**src/rtl/noc_link_pipe_pkg.sv**
```systemverilog
// Shared types and constants for the registered NoC link pipe.
package noc_link_pipe_pkg;

    localparam int VC_NUM          = 4;
    localparam int VC_W            = 2;
    localparam int DATA_W          = 16;
    localparam int LINK_MAX_STAGES = 4;
    localparam int LINK_CNT_W      = 32;

    typedef struct packed {
        logic [VC_W-1:0]   vc;
        logic [DATA_W-1:0] data;
    } flit_t;

    // Occupancy counts 0..2*stages; a zero-stage link still needs a 1-bit port.
    function automatic int occ_width(input int stages);
        return (stages == 0) ? 1 : $clog2(2 * stages + 1);
    endfunction

endpackage

```
**src/rtl/noc_link_pipe_skid_stage.sv**
```systemverilog
// One full-throughput elastic stage: main register plus skid register.
// in_ready_o comes straight from a flop, so no ready path crosses the stage.
module noc_skid_stage #(
    parameter type flit_t = noc_link_pipe_pkg::flit_t
) (
    input  logic       clk,
    input  logic       rst,
    input  logic       in_valid_i,
    output logic       in_ready_o,
    input  flit_t      in_flit_i,
    output logic       out_valid_o,
    input  logic       out_ready_i,
    output flit_t      out_flit_o,
    output logic [1:0] occ_o
);

    logic  main_v_q, main_v_d;
    logic  skid_v_q, skid_v_d;
    flit_t main_q, main_d;
    flit_t skid_q, skid_d;
    logic  accept;
    logic  drain;

    assign in_ready_o  = !skid_v_q;
    assign out_valid_o = main_v_q;
    assign out_flit_o  = main_q;
    assign occ_o       = {1'b0, main_v_q} + {1'b0, skid_v_q};

    // Next-state: a drain promotes skid into main; an accept fills main if it
    // is free or freeing this cycle, otherwise parks the flit in skid.
    always_comb begin
        main_v_d = main_v_q;
        main_d   = main_q;
        skid_v_d = skid_v_q;
        skid_d   = skid_q;
        accept   = in_valid_i && !skid_v_q;
        drain    = main_v_q && out_ready_i;
        if (drain) begin
            main_v_d = skid_v_q;
            main_d   = skid_q;
            skid_v_d = 1'b0;
        end
        if (accept) begin
            if (!main_v_q || drain) begin
                main_v_d = 1'b1;
                main_d   = in_flit_i;
            end else begin
                skid_v_d = 1'b1;
                skid_d   = in_flit_i;
            end
        end
    end

    // Stage registers; flit contents cleared on reset only for tidy waveforms.
    always_ff @(posedge clk) begin
        if (rst) begin
            main_v_q <= 1'b0;
            skid_v_q <= 1'b0;
            main_q   <= '0;
            skid_q   <= '0;
        end else begin
            main_v_q <= main_v_d;
            skid_v_q <= skid_v_d;
            main_q   <= main_d;
            skid_q   <= skid_d;
        end
    end

endmodule

```
**src/rtl/noc_link_pipe.sv**
```systemverilog
// Registered NoC link: STAGES skid stages on the flit path, a matching
// STAGES-deep shift register on the per-VC ready path, and link statistics.
// STAGES is expected in 0..LINK_MAX_STAGES; 0 wires everything straight through.
module noc_link_pipe
    import noc_link_pipe_pkg::*;
#(
    parameter int  STAGES = 1,
    parameter int  CNT_W  = LINK_CNT_W,
    localparam int OCC_W  = occ_width(STAGES)
) (
    input  logic              clk,
    input  logic              rst,
    input  logic              rx_valid_i,
    input  flit_t             rx_flit_i,
    output logic              rx_ready_o,
    output logic [VC_NUM-1:0] rx_vc_ready_o,
    output logic              tx_valid_o,
    output flit_t             tx_flit_o,
    input  logic              tx_ready_i,
    input  logic [VC_NUM-1:0] tx_vc_ready_i,
    input  logic              cnt_clr_i,
    output logic [CNT_W-1:0]  flit_cnt_o,
    output logic [CNT_W-1:0]  stall_cnt_o,
    output logic [OCC_W-1:0]  occupancy_o
);

    // Index k is the input of stage k; index STAGES is the link output.
    logic [STAGES:0] stg_valid;
    logic [STAGES:0] stg_ready;
    flit_t           stg_flit [STAGES+1];

    assign stg_valid[0]      = rx_valid_i;
    assign stg_flit[0]       = rx_flit_i;
    assign rx_ready_o        = stg_ready[0];
    assign tx_valid_o        = stg_valid[STAGES];
    assign tx_flit_o         = stg_flit[STAGES];
    assign stg_ready[STAGES] = tx_ready_i;

    if (STAGES > 0) begin : g_pipe
        logic [1:0]        stg_occ [STAGES];
        logic [VC_NUM-1:0] vc_q    [STAGES];

        for (genvar k = 0; k < STAGES; k++) begin : g_stage
            noc_skid_stage #(.flit_t(flit_t)) u_stage (
                .clk         (clk),
                .rst         (rst),
                .in_valid_i  (stg_valid[k]),
                .in_ready_o  (stg_ready[k]),
                .in_flit_i   (stg_flit[k]),
                .out_valid_o (stg_valid[k+1]),
                .out_ready_i (stg_ready[k+1]),
                .out_flit_o  (stg_flit[k+1]),
                .occ_o       (stg_occ[k])
            );
        end

        // Total flits held is the sum of per-stage occupancy.
        always_comb begin
            occupancy_o = '0;
            for (int k = 0; k < STAGES; k++) begin
                occupancy_o = occupancy_o + OCC_W'(stg_occ[k]);
            end
        end

        // vc_ready delay line; clears to "no VC ready" so upstream waits after reset.
        always_ff @(posedge clk) begin
            if (rst) begin
                for (int k = 0; k < STAGES; k++) begin
                    vc_q[k] <= '0;
                end
            end else begin
                vc_q[0] <= tx_vc_ready_i;
                for (int k = 1; k < STAGES; k++) begin
                    vc_q[k] <= vc_q[k-1];
                end
            end
        end

        assign rx_vc_ready_o = vc_q[STAGES-1];
    end else begin : g_bypass
        assign occupancy_o   = '0;
        assign rx_vc_ready_o = tx_vc_ready_i;
    end

    logic [CNT_W-1:0] flit_cnt_q, flit_cnt_d;
    logic [CNT_W-1:0] stall_cnt_q, stall_cnt_d;

    // Counter next-state: clear wins over increment; both wrap naturally.
    always_comb begin
        flit_cnt_d  = flit_cnt_q;
        stall_cnt_d = stall_cnt_q;
        if (cnt_clr_i) begin
            flit_cnt_d  = '0;
            stall_cnt_d = '0;
        end else begin
            if (tx_valid_o && tx_ready_i) begin
                flit_cnt_d = flit_cnt_q + CNT_W'(1);
            end
            if (tx_valid_o && !tx_ready_i) begin
                stall_cnt_d = stall_cnt_q + CNT_W'(1);
            end
        end
    end

    // Counter registers.
    always_ff @(posedge clk) begin
        if (rst) begin
            flit_cnt_q  <= '0;
            stall_cnt_q <= '0;
        end else begin
            flit_cnt_q  <= flit_cnt_d;
            stall_cnt_q <= stall_cnt_d;
        end
    end

    assign flit_cnt_o  = flit_cnt_q;
    assign stall_cnt_o = stall_cnt_q;

endmodule

```
**config.mk**
```make
export PLATFORM = sky130hd
export DESIGN_NAME = noc_link_pipe
export DESIGN_NICKNAME = d
export VERILOG_FILES = /design/src/rtl/noc_link_pipe_pkg.sv /design/src/rtl/noc_link_pipe_skid_stage.sv /design/src/rtl/noc_link_pipe.sv
export SDC_FILE = /design/constraint.sdc
export NUM_CORES = 1
export LEC_CHECK = 0
export BUFFER_PORTS_ARGS = -buffer_cell sky130_fd_sc_hd__buf_2
export CORE_UTILIZATION = 53
export CTS_CLUSTER_SIZE = 8
export DETAILED_ROUTE_END_ITERATION = 16
export GPL_ROUTABILITY_DRIVEN = 0
export GPL_TIMING_DRIVEN = 0
export PLACE_DENSITY_LB_ADDON = 0.25
export SYNTH_ARGS = -nofsm -noshare
export SYNTH_HDL_FRONTEND = slang
export SYNTH_HIERARCHICAL = 1
export SYNTH_SLANG_ARGS = --single-unit
```
**constraint.sdc**
```tcl
create_clock -name clk -period 2.21 [get_ports clk]
set_input_delay 0.1105 -clock clk [delete_from_list [all_inputs] [get_ports clk]]
set_output_delay 0.1105 -clock clk [all_outputs]
set_load 0.02 [all_outputs]
```
After elaboration in Yosys (flattened, before gate mapping)
Memory sizes are Yosys's and may differ from the RTL's.
Index checks and enable logic that the tools add are counted.
W data, S select, Z words.
- register bits: 102
- bits in writable memories: 4
- input port bits: 27
- output and inout bits: 90
- logic and storage cells: 37
- memories: 1
- memory list (memory ; words ; width ; read ports ; clocked after memory_dff ; wr ports ; RTL line ; RTL):
    g_pipe.vc_q ; 1 ; 4 ; 1 ; 0 ; 1 ; noc_link_pipe.sv:41 ; logic [VC_NUM-1:0] vc_q [STAGES];
- $add $sub $neg: 3
- mux-type cells: 14
- bitwise operators: 1
- reductions and logical operators: 10
- operators with widths (operator ; count):
    $add A32 B1 Y32 const B ; 2
    $mux W18 ; 3
    $mux W1 ; 10
    $mux W4 ; 1
    $reduce_or A4 Y1 ; 1
    $logic_and A1 B1 Y1 ; 3
    $logic_not A1 Y1 ; 3
    $add A1 B1 Y2 ; 1
    $reduce_and A2 Y1 ; 1
    $reduce_or A2 Y1 ; 1
    $logic_or A1 B1 Y1 ; 1
    $not A1 Y1 ; 1

Logic depth before layout (Yosys ltp)
Gate-level depths: netlist of run 1.
- depth in word-level cells: 4
- mapped depth: 7

Modules after synthesis
Netlist of run 1, hierarchy kept.
- by module, submodules not included (module ; times used ; cells each ; area each (sq um) ; sequential area each (sq um)):
    noc_link_pipe ; 1 ; 371 ; 3185.6 ; 1361.3
    noc_skid_stage ; 1 ; 195 ; 1617.8 ; 760.7

Least setup slack after synthesis of run 1
OpenSTA, ideal clock, no wires.
- kind: register -> register
- start point: register g_pipe.g_stage[0].u_stage.main_v_q
- end point: register stall_cnt_q[29] (netlist: stall_cnt_o[29])
- library setup time: 0.070 ns
- data arrival time: 2.145 ns
- required time: 2.140 ns
- path slack: -0.005 ns
- stages on the path, launching flop included: 7
- path buffers: 2
- period minus slack after synthesis: 2.215 ns
- cells stage by stage: dfxtp_1 -> buf_4 -> nand4b_4 -> or4_1 -> buf_2 -> or4_1 -> a21oi_1
- word-level cells in the longest chain between the ends: 1
- RTL lines (element ; RTL line ; RTL):
    from (decl) ; noc_link_pipe_skid_stage.sv:17 ; logic main_v_q, main_v_d;
    from (signal assigned) ; noc_link_pipe_skid_stage.sv:62 ; main_v_q <= main_v_d;
    $logic_and A1 B1 Y1 ; noc_link_pipe.sv:99 ; if (tx_valid_o && !tx_ready_i) begin
    to (signal assigned) ; noc_link_pipe.sv:112 ; stall_cnt_q <= stall_cnt_d;
    to (decl) ; noc_link_pipe.sv:86 ; logic [CNT_W-1:0] stall_cnt_q, stall_cnt_d;
Every way passes these cells.
A chain may end at the register's enable or synchronous reset.

Worst setup path in the final report of run 1
- start point: register stall_cnt_q[9] (netlist: stall_cnt_o[9])
- end point: register stall_cnt_q[29] (netlist: stall_cnt_o[29])
- word-level cells in the longest chain between the ends: 1
- RTL lines (element ; RTL line ; RTL):
    $add A32 B1 Y32 ; noc_link_pipe.sv:100 ; stall_cnt_d = stall_cnt_q + CNT_W'(1);
Every way passes these cells.

==> run summary, run 1 <==
Status = finished clean
Core ar. = 8760 sq um
Largest net degree at the start of global routing = 18
Initial antenna violation count = 0
Number of diodes = 0
F_max = 478 MHz
Synth Warn # = 6
Synth unique cells = 40
Synth Cell Area = 4800 sq um
Syn-to-layout area delta = 25.9%
Worst-path clk slew = 100 ps
Hpwl dp = 8.27 mm
Nets = 751
Worst hold start = rst
Crit-path cells = nand4_2 > or4_1 > buf_2 > or4_1 > a21oi_1
DRT Wirelength = 12.3 mm
Crit-path max FO = 7
FF-to-FF Start = stall_cnt_o[9]$_SDFFE_PP0P_
Root Buffer = clkbuf_8
Pre-antenna DRT Iters = 5
Yosys top cell by area = dfxtp_1
Post-detailed-route DRC marker count = 0
Slowest CP cell = or4_1
Tmin final = 2090 ps
CP dominant cell by count = or4_1
Layout Cells excl Fill = 834
Port Buffers = 116
Synth Flop Type = dfxtp_1
Layout cells sized above 1 = 25.8%
Vias in the first global route = 4417
Crit path buf inv count = 1
RSZ-0062 raised after global routing = false
Final Skew = 10.1 ps
Hold Crit Class = in2reg
Clk sinks = 106
Top-Level Pins = 117
Sequential fraction of the synthesis area = 44.2%
Crit path largest cell delay = 540 ps
Post-synth ARST share = 0%
DR vias/cell = 5.75
Initial Util = 54.8%
Final total power = 3.63 mW
Initial DRC count = 259
Top post-synthesis cells by area = dfxtp_1, nand2_1, a21oi_1, or4_1, a311oi_2
Avg Cell Area, Syn = 8.49 sq um
Critical Path Source Type = flop
Critical Path Sink Type = flop
Grt ovf = 0
Post-synth top area share = 44.2%
Worst Path Arrival = 2390 ps
Peak supply drop = 0.000402 V
Worst-Margin Slew = 730 ps
H-tree depth = 3
Worst setup margin = 118 ps
Num rows = 34
Req. time, crit path = 2510 ps
FF+latch count, synth = 106
P_leak = 2.33 nW
Delay-heaviest family, CP = simple AND/OR/NAND/NOR gates
Global-route usage over all layers = 25.5%
Max Slew Vio Count = 0
Cts bufs inserted = 9
DR vias = 4796
Filler cells = 701
Critical path startpoint = stall_cnt_o[9]$_SDFFE_PP0P_
Hold Vio Cnt, Final = 0
Max-Cap Viols = 0
Die area = 9450 sq um
Setup TNS = 0 ps
DR WL/cell = 14.7 um
Syn_nets = 596
Die Ht = 97.2 um
Placed insts = 790
DIE WIDTH = 97.2 um
Clock latency on the worst-skew pair = 360 ps
Final core utilization = 69.0%
First-pass GRT wire length = 20.2 mm
CP Class = reg2reg
Longest Clk Path Bufs = 2
Period utilisation layout = 94.7%
Setup WS pre-CTS = -62.6 ps
Final setup fails = 0
Post-synth EDFFs = 0
CTS tree = built
Post-route ant nets = 0
PwrDens = 600 nW/um^2
Synthesized instance count = 566
Max_slew headroom = 50.9%
==> placed cells by master (no fill, tap or decap), types with 6 or more instances in the layout <==
master         count
buf_2            127
nand2_1          101
dfxtp_1           96
a21oi_1           54
nor2_1            29
nor3_1            23
or4_1             22
dlygate4sd3_1     22
or3_1             18
xnor2_1           17
nand3_1           17
o21ai_0           17
o31ai_1           17
clkbuf_1          14
nand4_1           13
a311oi_2          10
inv_1              9
nor4_1             9
a311oi_1           9
clkbuf_8           9
dfxtp_2            9
buf_4              7
and3_1             7
and4_1             6
nor2b_1            6
==> Yosys cell counts, drive strengths merged (4+ instances only) <==
cell type  instances
dfxtp            106
nand2            101
a21oi             54
nor2              29
nor3              23
or4               23
buf               21
a311oi            19
nand3             18
or3               18
o21ai             17
o31ai             17
xnor2             17
nand4             15
clkbuf            14
nor4              12
inv                9
and3               7
and4               6
nor2b              6
or2                6
mux2i              4
xor2               4
==> per-stage QoR <==
| step | cell area, sq um | hold WS [ps] |
|---|---|---|
| 2_1_floorplan | 4800 | 182 |
| 3_3_place_gp | 5520 | 326 |
| 3_5_place_dp | 5520 | 325 |
| 4_1_cts | 5970 | 47.7 |
| 5_1_grt | 6050 | 66.6 |
| 6_report | 6050 | 55.3 |
==> worst reg2reg max path, cell delays in order (launching register included) <==
cell and delay [ps]:
dfxtp_1 480, nand4_2 200, or4_1 540, buf_2 170
or4_1 500, a21oi_1 140
==> sequential cells by signal, summed over array words and instances (netlist names) <==
name / cells
g_pipe.g_stage.u_stage/skid_q: 18
stall_cnt_o: 32
g_pipe.g_stage.u_stage/skid_v_q: 1
g_pipe.vc_q: 4
g_pipe.g_stage.u_stage/out_flit_o: 18
flit_cnt_o: 32
g_pipe.g_stage.u_stage/out_valid_o: 1
==> metal layers <==
metal  wire length (um)  part of all wire (%)  track usage [%]
met1               5420                    44             32.1
met4                186                   1.5             9.30
met3                673                   5.5             4.46
met5                  0                     0                0
met2               6010                    49             43.4
==> kinds of logic (layout without fill, tap and decap cells) <==
family / Yosys count / after routing / share of synthesized area (%)
AO/OA/AOI/OAI: 116 / 116 / 16.4
XOR/XNOR: 21 / 21 / 3.83
adder cells (fa/ha/maj): 3 / 3 / 0.782
buffers and inverters: 44 / 204 / 4.43
flip-flops: 106 / 106 / 44.2
multiplexers: 4 / 4 / 0.834
AND/OR/NAND/NOR: 272 / 272 / 29.6
==> where the power goes <==
part	internal, mW	leakage [nW]	switching [mW]	total (mW)
registers	1.95	0.865	0.0256	1.98
clock network	0.644	0.107	0.667	1.31
logic	0.136	1.36	0.205	0.341
==> cell type report <==
cell class	count	area, sq um	area share [%]
sequential	106	2140	35.3
buffer	35	180	2.98
tap	108	135	2.24
multi-input combinational	416	2500	41.3
timing repair buffer	144	846	14.0
clock inverter	6	90.1	1.49
inverter	9	33.8	0.559
clock buffer	10	128	2.11
==> worst paths after layout <==
path	to	slack, ps	cells past startpoint
worst max-delay path	stall_cnt_o[29]$_SDFFE_PP0P_	120	5
worst min-delay path	g_pipe.vc_q[0][3]$_SDFF_PP0_	60	2
worst max register to register	stall_cnt_o[29]$_SDFFE_PP0P_	120	5
worst min register to register	g_pipe.g_stage[0].u_stage/skid_q[5]$_SDFFE_PP0P_	460	2
==> repair_timing <==
item                                   CTS  global route
pin swaps                                0             1
hold buffers                            22             0
endpoints found under the hold margin   22             0
setup endpoints to repair                5            23
setup buffers                            0             6
resized for setup                        2            15
No activity file was read; power rests on OpenSTA's default activity.
==> inputs of run 2 (changes only) <==
ABC_AREA = 1   (was unset)
CORE_UTILIZATION = 55   (was 53)
==> run 2 against run 1 <==
Effect of this change: clock-buffer cell count grew 1; register-to-register slack better by 170 ps; power grew 1.1%; sequential power hardly changed; largest power group unchanged; setup slack improved by 170 ps; final cell count increased by 30%; first-iteration DRC count increased by 2.7%; flip-flop and latch count unchanged; critical path depth up 2; non-clock buffer count shrank 35; global-route usage rose by 1.7 points.
==> run summary, run 2 <==
Clk sinks = 106
DIE WIDTH = 101 um
Final total power = 3.67 mW
Global-route usage over all layers = 27.1%
Most frequent cells in the layout = nand2_1, nor2_1, buf_2
Max Slew Vio Count = 0
Worst hold start = rx_flit_i[4]
Syn-to-layout area delta = 18.7%
CTS tree = built
CP dominant cell by count = nor2_2
Post-synth EDFFs = 0
Setup TNS = 0 ps
Req. time, crit path = 2480 ps
Root Buffer = clkbuf_8
First-pass GRT wire length = 21.9 mm
Die area = 10300 sq um
Clock latency on the worst-skew pair = 380 ps
Hold Vio Cnt, Final = 0
Initial Util = 57.6%
F_max = 520 MHz
FF-to-FF Start = g_pipe.g_stage[0].u_stage/out_valid_o$_SDFF_PP0_
Pre-antenna DRT Iters = 5
Crit-path cells = nand2_1 > nor2_2 > nand2_2 > nor2_2 > nand3_1 > o21ai_0 > nor2_1
Synth Flop Type = dfxtp_1
Initial DRC count = 266
H-tree depth = 3
Number of diodes = 0
Depth of the most critical reg-to-reg path = 7
Cts bufs inserted = 9
Vias in the first global route = 4763
Critical Path Sink Type = flop
Delay-heaviest family, CP = simple AND/OR/NAND/NOR gates
Post-synth top area share = 39.1%
Tmin final = 1920 ps
Status = finished clean
Post-detailed-route DRC marker count = 0
Crit path largest cell delay = 660 ps
Max_slew headroom = 59.9%
DR vias = 5513
DRT Wirelength = 13.3 mm
Core ar. = 9420 sq um
Synth Cell Area = 5420 sq um
Largest net degree at the start of global routing = 18
Top-Level Pins = 117
Sequential fraction of the synthesis area = 39.1%
CP Class = reg2reg
Port Buffers = 116
Die Ht = 101 um
Grt ovf = 0
PwrDens = 570 nW/um^2
DR WL/cell = 12.2 um
Reg2Reg Setup Slack = 290 ps
Slowest CP cell = dfxtp_1
Synth top cells by count = nand2_1, nor2_1, dfxtp_1, nand3_1, inv_1
Num rows = 35
Max-Cap Viols = 0
Longest Clk Path Bufs = 2
Avg Cell Area, Syn = 6.62 sq um
P_leak = 2.94 nW
Post-synth ARST share = 0%
Period utilisation layout = 87.0%
Commonest non-fill, non-tap cell in the layout = nand2_1
Layout cells sized above 1 = 20.0%
Hold Path Sink = g_pipe.g_stage[0].u_stage/skid_q[4]$_SDFFE_PP0P_
Crit path buf inv count = 0
Top post-synthesis cells by area = dfxtp_1, nand2_1, nor2_1, nand3_1, inv_1
Setup Fix Bufs, Post-CTS = 0
Initial antenna violation count = 0
Post-CTS sizing = 0
Synth Warn # = 6
Synthesized instance count = 819
Hpwl dp = 9.74 mm
Nets = 982
Final setup fails = 0
Hold Path Depth = 5
Final Skew = 9.86 ps
Worst-path clk slew = 100 ps
Worst Path Arrival = 2190 ps
Most common cell in the synthesized netlist = nand2_1
Hold Crit Class = in2reg
FF+latch count, synth = 106
Worst-Margin Slew = 601 ps
Peak supply drop = 0.000521 V
Worst flop-to-flop path endpoint = stall_cnt_o[29]$_SDFFE_PP0P_
RSZ-0062 raised after global routing = false
Post-cts hold buffer count = 6
Post-route ant nets = 0
Critical Path Source Type = flop
Synth unique cells = 35
DR vias/cell = 5.08
Syn_nets = 849
Crit-path max FO = 9
Yosys top cell by area = dfxtp_1
run 2: changes by cell type after synthesis, moves of 23 or more:
cell     before  now
or4_1        23    0
a21oi_1      54   30
inv_1         9   81
nand2_1     101  191
nand3_1      18   89
nor2_1       29  186
run 2: cell families after synthesis:
logic type               count (synthesis)  synth area share, %
flip-flops                             106                 39.1
AND/OR/NAND/NOR                        532                 43.7
adder cells (fa/ha/maj)                  3                0.692
buffers and inverters                  111                 9.42
XOR/XNOR                                 8                 1.29
AO/OA/AOI/OAI                           59                 5.79
run 2: power by group:
part,switching [mW],internal (mW),total (mW)
Sequential,0.0308,1.96,1.99
Clock,0.671,0.590,1.26
Combinational,0.267,0.151,0.418
Total,0.969,2.70,3.67
run 2: worst register-to-register path: cells and delay by family (launching register included):
kind / cells / cell delay (ps)
AND/OR/NAND/NOR: 6 / 1000
AO/OA/AOI/OAI: 1 / 170
flip-flops: 1 / 660
run 2: worst max path at each step:
stage / from / slack, ps / cells past startpoint / end
detailed placement: g_pipe.g_stage[0].u_stage/out_valid_o$_SDFF_PP0_ / 300 / 7 / stall_cnt_o[29]$_SDFFE_PP0P_
global placement: g_pipe.g_stage[0].u_stage/out_valid_o$_SDFF_PP0_ / 350 / 7 / stall_cnt_o[29]$_SDFFE_PP0P_
global route: g_pipe.g_stage[0].u_stage/out_valid_o$_SDFF_PP0_ / 90 / 7 / stall_cnt_o[29]$_SDFFE_PP0P_
CTS: g_pipe.g_stage[0].u_stage/out_valid_o$_SDFF_PP0_ / 280 / 7 / stall_cnt_o[29]$_SDFFE_PP0P_
floorplan: g_pipe.g_stage[0].u_stage/out_valid_o$_SDFF_PP0_ / 530 / 7 / stall_cnt_o[29]$_SDFFE_PP0P_
finish: g_pipe.g_stage[0].u_stage/out_valid_o$_SDFF_PP0_ / 290 / 7 / stall_cnt_o[29]$_SDFFE_PP0P_
run 2: layer usage:
metal	part of all wire, %	vias up	GRT usage, %
li1	-	2842	-
met1	45	2465	35.7
met2	47	190	44.9
met3	7.1	16	5.73
met4	1.4	0	8.14
met5	0	-	0
run 2: stage by stage:
| stage | area [sq um] | setup slack, ps | instances | util, % | hold WS [ps] |
|---|---|---|---|---|---|
| final | 6440 | 288 | 1086 | 68.4 | 52.8 |
| after global routing | 6440 | 89.5 | 1086 | 68.4 | 76.2 |
| after CTS | 6440 | 282 | 1086 | 68.4 | 48.5 |
| after detailed placement | 6160 | 295 | 1064 | 65.5 | 315 |
| after global placement | 6160 | 353 | 1064 | 65.5 | 312 |
| after floorplan | 5420 | 528 | 819 | - | 173 |
run 2: final cells by class:
type / count / area (sq um)
fill: 850 / 2980
multi-input combinational: 602 / 2790
sequential: 106 / 2120
timing repair buffer: 122 / 641
inverter: 89 / 335
buffer: 22 / 175
tap: 129 / 161
clock buffer: 11 / 151
clock inverter: 5 / 62.6
==> inputs of run 3 (changes only) <==
CAP_MARGIN = 40   (was unset)
CORE_MARGIN = 5   (was unset)
HOLD_SLACK_MARGIN = 0.15   (was unset)
==> run 3 against run 2 <==
Effect of this change: sequential power hardly changed; non-clock buffer count rose by 22; setup slack improved by 12 ps; worst hold slack better by 120 ps; register-to-register slack about the same; cell area rose by 3.5%; critical path depth grew 2; critical path type unchanged.
==> run summary, run 3 (synthesized netlist as in run 2, its figures left out) <==
DR vias/cell = 5.08
Top-Level Pins = 117
Commonest non-fill, non-tap cell in the layout = nand2_1
Longest Clk Path Bufs = 2
Core ar. = 9680 sq um
Placed insts = 1068
Initial Util = 56.0%
Depth of the most critical reg-to-reg path = 9
Clock network power share = 34.1%
Clk sinks = 106
Post-Route M1 WL = 6.40 mm
Largest net degree at the start of global routing = 18
Root Buffer = clkbuf_8
Hold Crit Class = in2reg
Die Ht = 109 um
Hold Path Depth = 3
Worst-Margin Slew = 611 ps
Status = finished clean
Hold Vio Cnt, Final = 0
Req. time, crit path = 2470 ps
Worst setup margin = 300 ps
Setup WS pre-CTS = 327 ps
Period utilisation layout = 86.4%
Num rows = 36
PwrDens = 557 nW/um^2
Worst-path clk slew = 100 ps
Crit-path cells = nand2_2 > clkinv_2 > nand2_4 > nor2_4 > nand2_2 > nor2_2 > nand2_1 > nand2_1 > nor2_1
F_max = 523 MHz
Tmin final = 1910 ps
Max_slew headroom = 59.2%
Crit path buf inv count = 1
CTS tree = built
Most frequent cells in the layout = nand2_1, nor2_1, buf_2
Die area = 11900 sq um
P_int = 2.73 mW
First-pass GRT wire length = 24.2 mm
Net Sw Frac = 26.6%
Grt ovf = 0
Sequential share of power = 53.7%
Metal3 WL = 1.03 mm
Critical path depth = 9
Final core utilization = 68.8%
Syn-to-layout area delta = 22.9%
Cts bufs inserted = 9
Delay-heaviest family, CP = simple AND/OR/NAND/NOR gates
Worst Hold Margin = 169 ps
Crit path largest cell delay = 680 ps
Layout Cells excl Fill = 1112
Final Skew = 12.1 ps
Fin area = 6660 sq um
Vias in the first global route = 5396
Port Buffers = 116
Highest metal used = met4
Peak supply drop = 0.000349 V
Layout cells sized above 1 = 19.5%
Number of diodes = 0
Initial antenna violation count = 0
Critical Path Source Type = flop
RSZ-0062 raised after global routing = false
Max Slew Vio Count = 0
Post-route ant nets = 0
Final total power = 3.71 mW
P_leak = 3.03 nW
Crit-path max FO = 9
Met2 WL post-DR = 6.94 mm
DIE WIDTH = 109 um
Sw Pwr = 0.986 mW
DRT Wirelength = 14.6 mm
Setup TNS = 0 ps
Slowest CP cell = dfxtp_1
Worst Path Arrival = 2170 ps
Max-Cap Viols = 0
Final setup fails = 0
Critical Path Sink Type = flop
H-tree depth = 3
Combinational power share = 12.3%
Post-detailed-route DRC marker count = 0
CP Class = reg2reg
DR vias = 5652
Hpwl dp = 10.4 mm
Clock latency on the worst-skew pair = 360 ps
Pre-antenna DRT Iters = 5
Initial DRC count = 370
DR WL/cell = 13.2 um
Cell Area, Placed = 6170 sq um
Global-route usage over all layers = 25.2%
Nets = 1004
-- run 3: cell types whose count changed in the layout (fill, tap and decap cells not counted) --
cell | previous run | this run
dlygate4sd3_1 | 6 | 28
-- run 3: worst register-to-register path, stage by stage (launching register included) --
cell      delay, ps
dfxtp_1         680
nand2_2         280
clkinv_2        210
nand2_4          90
nor2_4          150
nand2_2          90
nor2_2          120
nand2_1          70
nand2_1          70
nor2_1           50
-- run 3: path summary, 6_finish.rpt --
check,start,endpoint,slack [ps]
hold / removal,rx_valid_i,g_pipe.g_stage[0].u_stage/out_valid_o$_SDFF_PP0_,170
hold reg to reg,flit_cnt_o[10]$_SDFFE_PP0P_,flit_cnt_o[10]$_SDFFE_PP0P_,490
setup / recovery,g_pipe.g_stage[0].u_stage/out_valid_o$_SDFF_PP0_,flit_cnt_o[24]$_SDFFE_PP0P_,300
setup reg to reg,g_pipe.g_stage[0].u_stage/out_valid_o$_SDFF_PP0_,flit_cnt_o[24]$_SDFFE_PP0P_,300
-- run 3: timing repair --
| item | in CTS | in global routing |
|---|---|---|
| gates resized for setup | 0 | 0 |
| hold endpoints to repair | 44 | 0 |
| buffers inserted | 0 | 0 |
| hold buffers | 28 | 0 |
-- run 3: layout make-up --
class,count,area (sq um)
clock buffers,11,151
inverters,89,335
fillers,871,3020
multi-input cells,602,2790
well taps,133,166
clock inverters,5,62.6
plain buffers,22,175
repair buffers,144,861
flip-flops and latches,106,2120
-- run 3: power by group through the flow --
| stage | registers [mW] | clock network, mW | logic [mW] |
|---|---|---|---|
| 4_1_cts | 1.99 | 1.29 | 0.450 |
| 6_report | 1.99 | 1.26 | 0.456 |
| 5_1_grt | 2.00 | 1.38 | 0.506 |
| 2_1_floorplan | 2.07 | 0 | 0.240 |
| 3_5_place_dp | 2.04 | 0 | 0.410 |
| 3_3_place_gp | 2.03 | 0 | 0.406 |
-- run 3: metal layers --
| metal | vias up | track usage [%] |
|---|---|---|
| li1 | 2879 | - |
| met1 | 2545 | 31.8 |
| met2 | 200 | 43.8 |
| met3 | 28 | 4.80 |
| met4 | 0 | 6.86 |
| met5 | - | 0 |
